`src/rtl/spram_pkg.sv`:
```
// Shared types and defaults for the single-port RAM access front-end.
// Holds the controller state enum, default geometry and the arbiter grant encoding.
package spram_pkg;

  typedef enum logic {
    ST_INIT = 1'b0,
    ST_RUN  = 1'b1
  } state_t;

  localparam int ADDR_W_DEF = 6;
  localparam int DATA_W_DEF = 8;
  localparam int RD_LAT_DEF = 1;

  localparam logic GNT_WR = 1'b0;
  localparam logic GNT_RD = 1'b1;

endpackage

```
`src/rtl/spram_rr_arb2.sv`:
```
// Two-requester round-robin arbiter: combinational grants plus a one-bit memory
// of which side was granted last. Shared by the memory front-ends.
module spram_rr_arb2
  import spram_pkg::*;
(
  input  logic clk,
  input  logic rst_n,
  input  logic en,
  input  logic req_wr,
  input  logic req_rd,
  output logic gnt_wr,
  output logic gnt_rd
);

  logic last_grant;

  // On contention the side that did not win last time gets the port.
  always_comb begin
    gnt_wr = 1'b0;
    gnt_rd = 1'b0;
    if (en) begin
      if (req_wr && (!req_rd || last_grant == GNT_RD)) begin
        gnt_wr = 1'b1;
      end else if (req_rd) begin
        gnt_rd = 1'b1;
      end
    end
  end

  always_ff @(posedge clk or negedge rst_n) begin
    if (!rst_n) begin
      last_grant <= GNT_RD;
    end else if (gnt_wr) begin
      last_grant <= GNT_WR;
    end else if (gnt_rd) begin
      last_grant <= GNT_RD;
    end
  end

endmodule

```
`src/rtl/spram_access_ctrl.sv`:
```
// Request front-end for a single-port RAM: arbitrates write/read streams onto one port
// and returns read data. Define SPRAM_INIT_CLEAR_EN to zero the RAM after every reset.
module spram_access_ctrl
  import spram_pkg::*;
#(
  parameter int ADDR_W = ADDR_W_DEF,
  parameter int DATA_W = DATA_W_DEF,
  parameter int RD_LAT = RD_LAT_DEF
) (
  input  logic              clk,
  input  logic              rst_n,
  input  logic              wr_valid,
  output logic              wr_ready,
  input  logic [ADDR_W-1:0] wr_addr,
  input  logic [DATA_W-1:0] wr_data,
  input  logic              rd_valid,
  output logic              rd_ready,
  input  logic [ADDR_W-1:0] rd_addr,
  output logic              rsp_valid,
  output logic [DATA_W-1:0] rsp_data,
  output logic              ram_we,
  output logic [ADDR_W-1:0] ram_addr,
  output logic [DATA_W-1:0] ram_din,
  input  logic [DATA_W-1:0] ram_dout,
  output logic              init_done
);

  state_t        state;
  logic          run_en;
  logic [RD_LAT:0] rd_sr;

`ifdef SPRAM_INIT_CLEAR_EN
  localparam logic [ADDR_W:0] CNT_ONE = 1;

  state_t          state_nx;
  logic [ADDR_W:0] clr_cnt;
  logic [ADDR_W:0] clr_cnt_nx;

  always_ff @(posedge clk or negedge rst_n) begin
    if (!rst_n) begin
      state   <= ST_INIT;
      clr_cnt <= '0;
    end else begin
      state   <= state_nx;
      clr_cnt <= clr_cnt_nx;
    end
  end

  // The counter carries one extra bit so the cycle after the last clear write is visible.
  always_comb begin
    state_nx   = state;
    clr_cnt_nx = clr_cnt;
    case (state)
      ST_INIT: begin
        if (clr_cnt[ADDR_W]) begin
          state_nx = ST_RUN;
        end else begin
          clr_cnt_nx = clr_cnt + CNT_ONE;
        end
      end
      ST_RUN: begin
        state_nx = ST_RUN;
      end
      default: begin
        state_nx = ST_INIT;
      end
    endcase
  end
`else
  assign state = ST_RUN;
`endif

  // Ready is held low while reset is asserted so no handshake completes under reset.
  assign run_en    = rst_n && (state == ST_RUN);
  assign init_done = (state == ST_RUN);

  spram_rr_arb2 u_arb (
    .clk   (clk),
    .rst_n (rst_n),
    .en    (run_en),
    .req_wr(wr_valid),
    .req_rd(rd_valid),
    .gnt_wr(wr_ready),
    .gnt_rd(rd_ready)
  );

  // The valid shift register is one stage longer than the RAM latency so the response
  // register samples dout exactly when the requested word is presented.
  always_ff @(posedge clk or negedge rst_n) begin
    if (!rst_n) begin
      ram_we    <= 1'b0;
      ram_addr  <= '0;
      ram_din   <= '0;
      rd_sr     <= '0;
      rsp_valid <= 1'b0;
      rsp_data  <= '0;
    end else begin
      ram_we <= 1'b0;
`ifdef SPRAM_INIT_CLEAR_EN
      if (state == ST_INIT) begin
        if (!clr_cnt[ADDR_W]) begin
          ram_we   <= 1'b1;
          ram_addr <= clr_cnt[ADDR_W-1:0];
          ram_din  <= '0;
        end
      end else
`endif
      if (wr_ready) begin
        ram_we   <= 1'b1;
        ram_addr <= wr_addr;
        ram_din  <= wr_data;
      end else if (rd_ready) begin
        ram_addr <= rd_addr;
      end
      rd_sr     <= {rd_sr[RD_LAT-1:0], rd_ready};
      rsp_valid <= rd_sr[RD_LAT];
      if (rd_sr[RD_LAT]) begin
        rsp_data <= ram_dout;
      end
    end
  end

endmodule

```
`config.mk`:
```
export PLATFORM = sky130hd
export DESIGN_NAME = spram_access_ctrl
export DESIGN_NICKNAME = d
export VERILOG_FILES = /design/src/rtl/spram_pkg.sv /design/src/rtl/spram_rr_arb2.sv /design/src/rtl/spram_access_ctrl.sv
export SDC_FILE = /design/constraint.sdc
export NUM_CORES = 1
export LEC_CHECK = 0
export CAP_MARGIN = 20
export CORE_ASPECT_RATIO = 0.6
export CORE_MARGIN = 2
export CORE_UTILIZATION = 29
export CTS_BUF_LIST = sky130_fd_sc_hd__clkbuf_16
export DETAILED_ROUTE_END_ITERATION = 8
export GPL_ROUTABILITY_DRIVEN = 0
export PLACE_DENSITY = 0.65
export SYNTH_ARGS = -nofsm -noshare
export SYNTH_HDL_FRONTEND = slang
export SYNTH_HIERARCHICAL = 1
export SYNTH_SLANG_ARGS = --single-unit
```
`constraint.sdc`:
```
create_clock -name clk -period 1.3 [get_ports clk]
set_input_delay 0.39 -clock clk [delete_from_list [all_inputs] [get_ports clk]]
set_output_delay 0.39 -clock clk [all_outputs]
set_load 0.005 [all_outputs]
```
# ---- Yosys cells after proc, flatten, opt, wreduce, memory -nomap -nowiden
# Cells that the tools add are included.
dict set report word_totals {
  reg_bits 27
  input_bits 32
  output_inout_bits 27
  wordCells 21
}
dict set report op_classes {
  mux 10
  reduce_logical 4
}
# cell n
set ops {}
lappend ops {{two-way mux 6 bit} 2}
lappend ops {{two-way mux 1 bit} 8}
lappend ops {{nonzero test 2 bit} 1}
lappend ops {{logical AND 1 bit} 1}
lappend ops {{logical NOT 1 bit} 1}
lappend ops {{logical OR 1 bit} 1}

# ---- Depth between registers and ports, before layout
# Gate-level depths: netlist (run 1).
dict set report logic_depth {
  depth_word 7
  depth_mapped 5
  depth_no_buf 4
}

# ---- By module
# The synthesis (run 1) kept the hierarchy.
# module instances cells_each area_each_um2 seq_area_each_um2
set modules_own_cells {}
lappend modules_own_cells {spram_access_ctrl 1 66 1049.8 650.6}
lappend modules_own_cells {spram_rr_arb2 1 8 62.6 26.3}

# ---- Worst setup path before layout (run 1)
# No wires, ideal clock.
dict set report synth_path {
  path_kind {register -> register}
  from {register u_arb.last_grant}
  to {register ram_din[0]}
  setup_time_ps 125
  arrival_ps 1317
  path_slack_ps -142
  path_stages_with_launch 5
  path_buffers 1
  period_less_slack_ps 1442
  path_cell_list {dfstp_2 -> inv_1 -> a21oi_1 -> buf_6 -> mux2_4}
}
dict set report synth_between {
  elab_chain_cells 4
}
# element line
set synth_rtl {}
lappend synth_rtl {{start, declared} spram_rr_arb2.sv:15} ;# logic last_grant;
lappend synth_rtl {{start signal, assigned} spram_rr_arb2.sv:32} ;# last_grant <= GNT_RD;
lappend synth_rtl {{start signal, assigned} spram_rr_arb2.sv:34} ;# last_grant <= GNT_WR;
lappend synth_rtl {{start signal, assigned} spram_rr_arb2.sv:36} ;# last_grant <= GNT_RD;
lappend synth_rtl {{logical OR 1 bit} spram_rr_arb2.sv:22} ;# if (req_wr && (!req_rd || last_grant == GNT_RD)) begin
lappend synth_rtl {{logical AND 1 bit} spram_rr_arb2.sv:22}
lappend synth_rtl {{two-way mux 1 bit} spram_rr_arb2.sv:22}
lappend synth_rtl {{two-way mux 1 bit} spram_rr_arb2.sv:21} ;# if (en) begin
lappend synth_rtl {{net wr_ready} spram_access_ctrl.sv:13} ;# output logic wr_ready,
lappend synth_rtl {{end signal, assigned} spram_access_ctrl.sv:111} ;# ram_din <= wr_data;
lappend synth_rtl {{end, declared} spram_access_ctrl.sv:23} ;# output logic [DATA_W-1:0] ram_din,
# The timed path passes the listed nets, and every way through them passes these cells.
# A chain may end at the register's enable or synchronous reset.

# ---- Final worst setup path (run 1)
dict set report layout_path {
  from {register u_arb.last_grant}
  to {output port rd_ready}
}
dict set report layout_between {
  elab_chain_cells 4
}
# element line
set layout_rtl {}
lappend layout_rtl {{logical OR 1 bit} spram_rr_arb2.sv:22}
lappend layout_rtl {{logical AND 1 bit} spram_rr_arb2.sv:22}
lappend layout_rtl {{two-way mux 1 bit} spram_rr_arb2.sv:22}
lappend layout_rtl {{two-way mux 1 bit} spram_rr_arb2.sv:21}
lappend layout_rtl {{end, declared} spram_access_ctrl.sv:17} ;# output logic rd_ready,
# Every way passes these cells.

==> summary.md, run 1 <==
| Metric | Value |
|---|---|
| Reg clk slew, reported paths | 0.06 ns |
| CP Class | register to output port |
| Mapped Area | 0.00111 mm^2 |
| Hold Violations, Final | 0 |
| CTS tree | done |
| Final Max Slew Viols | 0 |
| Final setup margin | -0.200 ns |
| Peak fanout along the critical path | 3 |
| Top cells by count, synth | dfrtp_1 (26), mux2_4 (16), nand2_1 (8) |
| Total CTS buffers | 3 |
| I/O Pins | 59 |
| Yosys top cell area share | 0.585 |
| RR Endpoint | ram_din[6] |
| Area leader, netlist | dfrtp_1 |
| CP peak stage delay | 0.53 ns |
| GRT Total Usage | 0.134 |
| Port Buf Inserts | 57 |
| Final Cycle Share | 1.15 |
| Violation count after the first detailed-route iteration | 33 |
| Area Growth Syn to Fin | 81.6% |
| Pwr/cell area | 1310 mW/mm^2 |
| Chip width | 84.0 um |
| First-pass DRT Iterations | 2 |
| Synth top area cells | dfrtp_1 (58%), mux2_4 (22%), mux2i_1 (5.4%) |
| Vias in the first global route | 839 |
| Grt ovf | 0 |
| FF-to-FF path depth | 5 |
| Via density | 4.41 |
| Hold_ws | 0.173 ns |
| Post-synthesis area per instance | 15.0 um^2 |
| Drt drc | 0 |
| Post-CTS Hold Buffers | 0 |
| Synth Register Bits | 27 |
| Worst slew pin tran | 0.504 ns |
| Die area | 0.00436 mm^2 |
| Final instance area | 0.00202 mm^2 |
| Final setup fails | 10 |
| Initial Utilization | 0.302 |
| First-pass GRT wire length | 4380 um |
| Ys flop type | dfrtp_1 |
| Cells along the critical path | buf_4 > a21oi_4 > buf_2 |
| Sequential-to-total area share from yosys stat | 0.609 |
| H-Tree Depth | 1 |
| Post-synth EDFFs | 0 |
| Achievable clock frequency | 0.667 GHz |
| Worst EP arrival | 1.11 ns |
| Root buf cell | clkbuf_16 |
| Initial antenna violation count | 0 |
| Unique masters post-synth | 14 |
| Status | finished, violations left |
| Tmin final | 1.50 ns |
| Gate Count Post-Synth | 74 |
| Bufs on Longest Clock Path | 2 |
| Worst hold path type | input port to asynchronous set/reset pin |
| Ys Warns | 6 |
| Final net count | 189 |
| RR Startpoint | u_arb/last_grant |
| Final ANT Viol Nets | 0 |
| Site row count | 17 |
| R2R setup slack | -0.13 ns |
| Skew-Pair Late Insertion Delay | 0.26 ns |
| CP startpoint kind | register |
| Placed inst area | 0.00175 mm^2 |
| Most common cell in the synthesized netlist | dfrtp_1 |
| Slew Limit Headroom | 0.664 |
| Layout cell share with drive strength beyond 1 | 0.353 |
| CTS sink cnt | 27 |
| CP endpoint kind | output port |
| Final Skew | 0.00164 ns |
| Crit-path slowest cell | dfstp_2 |
| Syn_nets | 106 |
| Failing checks | setup timing |
| Ant diodes | 0 |
| WL/cell | 14.0 um |
| Required @ worst endpoint | 0.91 ns |
| Async set or reset register ratio after synthesis | 1.00 |
| Die Ht | 52.0 um |
| Post-DP HPWL | 1910 um |
| Max cap viols | 0 |
| Via count | 896 |
| Pleak | 0.925 nW |
| Worst vdd ir | 0.000767 V |
| RSZ-0062 raised after global routing | yes |
| Pin count of the biggest net entering global routing | 27 |
| Routed WL | 2840 um |
| Core area | 0.00368 mm^2 |
-- worst max-delay path: cells and delay by family (launching register included) --
family,cells,cell delay (ns)
DFF,1,0.53
buffers and inverters,2,0.26
AOI/OAI and AO/OA,1,0.06
-- flip-flops by register name, summed over array words and instances, names as in the netlist --
signal and flops:
u_arb/last_grant 1, rsp_data 8, ram_addr 6, ram_din 8, rd_sr 2, rsp_valid 1, ram_we 1
-- report_power, final --
| part | leakage, nW | switching [mW] | total [mW] | internal, mW |
|---|---|---|---|---|
| Clock | 0.0409 | 0.273 | 0.688 | 0.415 |
| Combinational | 0.560 | 0.250 | 0.847 | 0.597 |
| Sequential | 0.324 | 0.0941 | 1.10 | 1.01 |
| Total | 0.925 | 0.617 | 2.64 | 2.02 |
-- kinds of logic after synthesis --
family,after synthesis,share of synthesized area
AND/OR/NAND/NOR,8,0.0270
flip-flops,27,0.609
buffers and inverters,6,0.0416
AO/OA/AOI/OAI,10,0.0495
multiplexers,22,0.270
other,1,0.00337
-- placed cells by master (no fill, tap or decap) --
master           Yosys  final
nand2_1              8      8
clkbuf_16            0      4
dfrtp_1             26     26
a21oi_4              0      2
buf_6                2      1
o21ai_2              0      1
mux2i_2              0      1
conb_1               1      1
o21ai_1              6      6
dlygate4sd2_1        0      3
inv_2                0      1
dfstp_2              1      1
clkdlybuf4s50_1      0     28
a21bo_1              1      1
buf_12               0      1
buf_4                2     23
clkinv_2             0      1
mux2_4              16     16
clkdlybuf4s15_1      0     23
buf_2                1      2
mux2i_1              6      5
clkbuf_2             0      1
-- area by class of cell --
type | instances | area [um^2]
timing repair buffer | 83 | 781
tap | 47 | 58.8
sequential | 27 | 677
clock buffer | 3 | 75.1
inverter | 1 | 3.75
multi-input combinational | 41 | 419
clock inverter | 1 | 5.00
fill | 289 | 1660
-- worst max-delay path by stage --
stage / start / endpoint / slack (ns)
6_report: u_arb/last_grant / rd_ready / -0.20
5_1_grt: u_arb/last_grant / wr_ready / -0.24
4_1_cts: u_arb/last_grant / wr_ready / -0.21
3_5_place_dp: rst_n / rd_ready / -0.82
3_3_place_gp: rst_n / rd_ready / -0.83
2_1_floorplan: u_arb/last_grant / ram_din[0] / -0.04
-- per-stage QoR --
stage / TNS (ns) / setup slack (ns) / instances / utilization / power, mW
detailed placement: -10.04 / -0.823 / 178 / 0.475 / 1.87
global route: -1.86 / -0.239 / 203 / 0.549 / 2.79
CTS: -0.808 / -0.205 / 194 / 0.513 / 2.54
floorplan: -0.286 / -0.0358 / 74 / - / 1.40
global placement: -9.72 / -0.832 / 178 / 0.475 / 1.85
finish: -1.41 / -0.200 / 203 / 0.549 / 2.64
-- timing repair --
action,in CTS,in global routing
setup buffers,13,8
cloned,0,1
setup endpoints to repair,40,37
resized for setup,42,27
pin swaps,1,1
-- metal layers --
layer | GRT usage | wire length [um] | up-vias
met2 | 0.209 | 1360 | 33
met5 | 0 | 0 | -
met3 | 0.0460 | 195 | 6
met1 | 0.175 | 1240 | 443
met4 | 0.0484 | 42 | 0
li1 | - | - | 414
(Power assumes the default switching activity.)
==> inputs of run 2 (changes only) <==
--- a/config.mk
+++ b/config.mk
@@ -6,13 +6,14 @@
 export NUM_CORES = 1
 export LEC_CHECK = 0
 export CAP_MARGIN = 20
-export CORE_ASPECT_RATIO = 0.6
+export CORE_ASPECT_RATIO = 1.1
 export CORE_MARGIN = 2
 export CORE_UTILIZATION = 29
 export CTS_BUF_LIST = sky130_fd_sc_hd__clkbuf_16
 export DETAILED_ROUTE_END_ITERATION = 8
 export GPL_ROUTABILITY_DRIVEN = 0
 export PLACE_DENSITY = 0.65
+export RECOVER_POWER = 25
 export SYNTH_ARGS = -nofsm -noshare
 export SYNTH_HDL_FRONTEND = slang
 export SYNTH_HIERARCHICAL = 1
==> run 2 against run 1 <==
Against the previous run: the run still ends with setup timing left; clock power down 1%; register-to-register slack about the same; clock-buffer cell count unchanged; critical path depth unchanged; largest power group unchanged.
==> summary.md, run 2 (synthesized netlist as in run 1, its figures left out) <==
| Metric | Value |
|---|---|
| Status | finished, violations left |
| Failing checks | setup timing |
| Delay-heaviest family, CP | flip-flops |
| Vias in the first global route | 827 |
| Drt drc | 0 |
| Worst vdd ir | 0.000574 V |
| Commonest non-fill, non-tap cell in the layout | clkdlybuf4s50_1 |
| Part of the power in the clock network | 0.262 |
| Pleak | 0.888 nW |
| H-Tree Depth | 1 |
| Grt ovf | 0 |
| Slew Limit Headroom | 0.576 |
| Comb pwr share | 0.310 |
| Root buf cell | clkbuf_16 |
| Final instance area | 0.00194 mm^2 |
| Final setup fails | 16 |
| Worst slew pin tran | 0.635 ns |
| Post-CTS Hold Buffers | 0 |
| RSZ-0062 raised after global routing | yes |
| CP peak stage delay | 0.56 ns |
| Final core utilization | 0.532 |
| Violation count after the first detailed-route iteration | 21 |
| Cells along the critical path | inv_2 > a21oi_4 > buf_2 |
| Initial Utilization | 0.304 |
| Placed inst area | 0.00174 mm^2 |
| CP endpoint kind | output port |
| Power Total | 2.59 mW |
| CP startpoint kind | register |
| Die Ht | 69.0 um |
| Final Max Slew Viols | 0 |
| First-pass DRT Iterations | 2 |
| Achievable clock frequency | 0.666 GHz |
| Via count | 860 |
| WL/cell | 13.3 um |
| Part of the power in registers | 0.428 |
| Routed WL | 2650 um |
| Reg clk slew, reported paths | 0.06 ns |
| Die area | 0.00435 mm^2 |
| Worst hold path type | input port to asynchronous set/reset pin |
| Sw Pwr | 0.595 mW |
| Largest registers | ram_din (8), rsp_data (8), ram_addr (6) |
| Core area | 0.00365 mm^2 |
| Ant diodes | 0 |
| Required @ worst endpoint | 0.91 ns |
| Crit-path slowest cell | dfstp_2 |
| Port Buf Inserts | 57 |
| Layout cell share with drive strength beyond 1 | 0.295 |
| Hold Violations, Final | 0 |
| Final setup margin | -0.202 ns |
| Tmin final | 1.50 ns |
| Pin count of the biggest net entering global routing | 27 |
| Placed Cells | 180 |
| CP Class | register to output port |
| Switch share | 0.230 |
| Area Growth Syn to Fin | 74.8% |
| Final net count | 182 |
| Total CTS buffers | 3 |
| Via density | 4.32 |
| Int Pwr | 1.99 mW |
| Hold_ws | 0.0986 ns |
| CTS sink cnt | 27 |
| Initial antenna violation count | 0 |
| First-pass GRT wire length | 4160 um |
| Setup WS pre-CTS | -0.820 ns |
| Number of fill cells | 315 |
| Final Skew | 0.00296 ns |
| Final Cycle Share | 1.16 |
| Worst EP arrival | 1.11 ns |
| TNS Setup | -1.36 ns |
| Pwr/cell area | 1330 mW/mm^2 |
| Chip width | 63.1 um |
| Final ANT Viol Nets | 0 |
| GRT Total Usage | 0.127 |
| Most frequent cells in the layout | clkdlybuf4s50_1 (28), dfrtp_1 (26), clkdlybuf4s15_1 (21), mux2_4 (16), buf_4 (15) |
| I/O Pins | 59 |
| Non-Filler Instances | 199 |
| Post-DP HPWL | 1860 um |
| Skew-Pair Late Insertion Delay | 0.26 ns |
| Site row count | 23 |
| Max cap viols | 0 |
| CTS tree | done |
| Worst path buffer plus inverter count | 2 |
| Bufs on Longest Clock Path | 2 |
| Peak fanout along the critical path | 4 |
[run 2: path summary, 6_finish.rpt]
| kind | startpoint | end | slack, ns | cells past startpoint |
|---|---|---|---|---|
| setup / recovery | u_arb/last_grant | wr_ready | -0.20 | 3 |
| hold reg to reg | rd_sr[0] | rd_sr[1] | 0.35 | 0 |
| min in group clk | rd_sr[0] | rd_sr[1] | 0.35 | 0 |
| setup reg to reg | u_arb/last_grant | ram_din[5] | -0.13 | 5 |
| hold / removal | rst_n | rsp_data[3] | 0.1 | 2 |
| max in group asynchronous | rst_n | ram_addr[0] | 0.54 | 2 |
[run 2: cell type report]
cell class	instances	area, um^2	share of cell area
timing repair buffer	76	718	0.369
sequential	27	677	0.348
multi-input combinational	41	404	0.208
clock buffer	3	75.1	0.0386
tap	50	62.6	0.0322
clock inverter	1	3.75	0.00193
inverter	1	3.75	0.00193
[run 2: metal layers]
metal,global-route usage,vias up,part of all wire
li1,-,403,-
met1,0.157,416,0.43
met2,0.209,37,0.49
met3,0.0373,4,0.066
met4,0.0583,0,0.013
met5,0,-,0
[run 2: power groups by stage]
| stage | clock (mW) | sequential, mW | combinational (mW) |
|---|---|---|---|
| 2_1_floorplan | 0 | 1.12 | 0.274 |
| 3_3_place_gp | 0 | 1.11 | 0.737 |
| 3_5_place_dp | 0 | 1.12 | 0.748 |
| 4_1_cts | 0.689 | 1.10 | 0.731 |
| 5_1_grt | 0.724 | 1.13 | 0.870 |
| 6_report | 0.678 | 1.11 | 0.803 |
[run 2: repair_timing]
action                     4_1_cts  5_1_grt
pin swaps                        1        0
resized for setup               44       20
gates cloned                     1        0
setup endpoints to repair       42       34
buffers inserted                 7        7
[run 2: worst register-to-register path: stages (launching register included)]
cell	delay, ns
dfstp_2	0.56
inv_2	0.05
a21oi_4	0.12
buf_4	0.15
buf_12	0.13
mux2_4	0.30
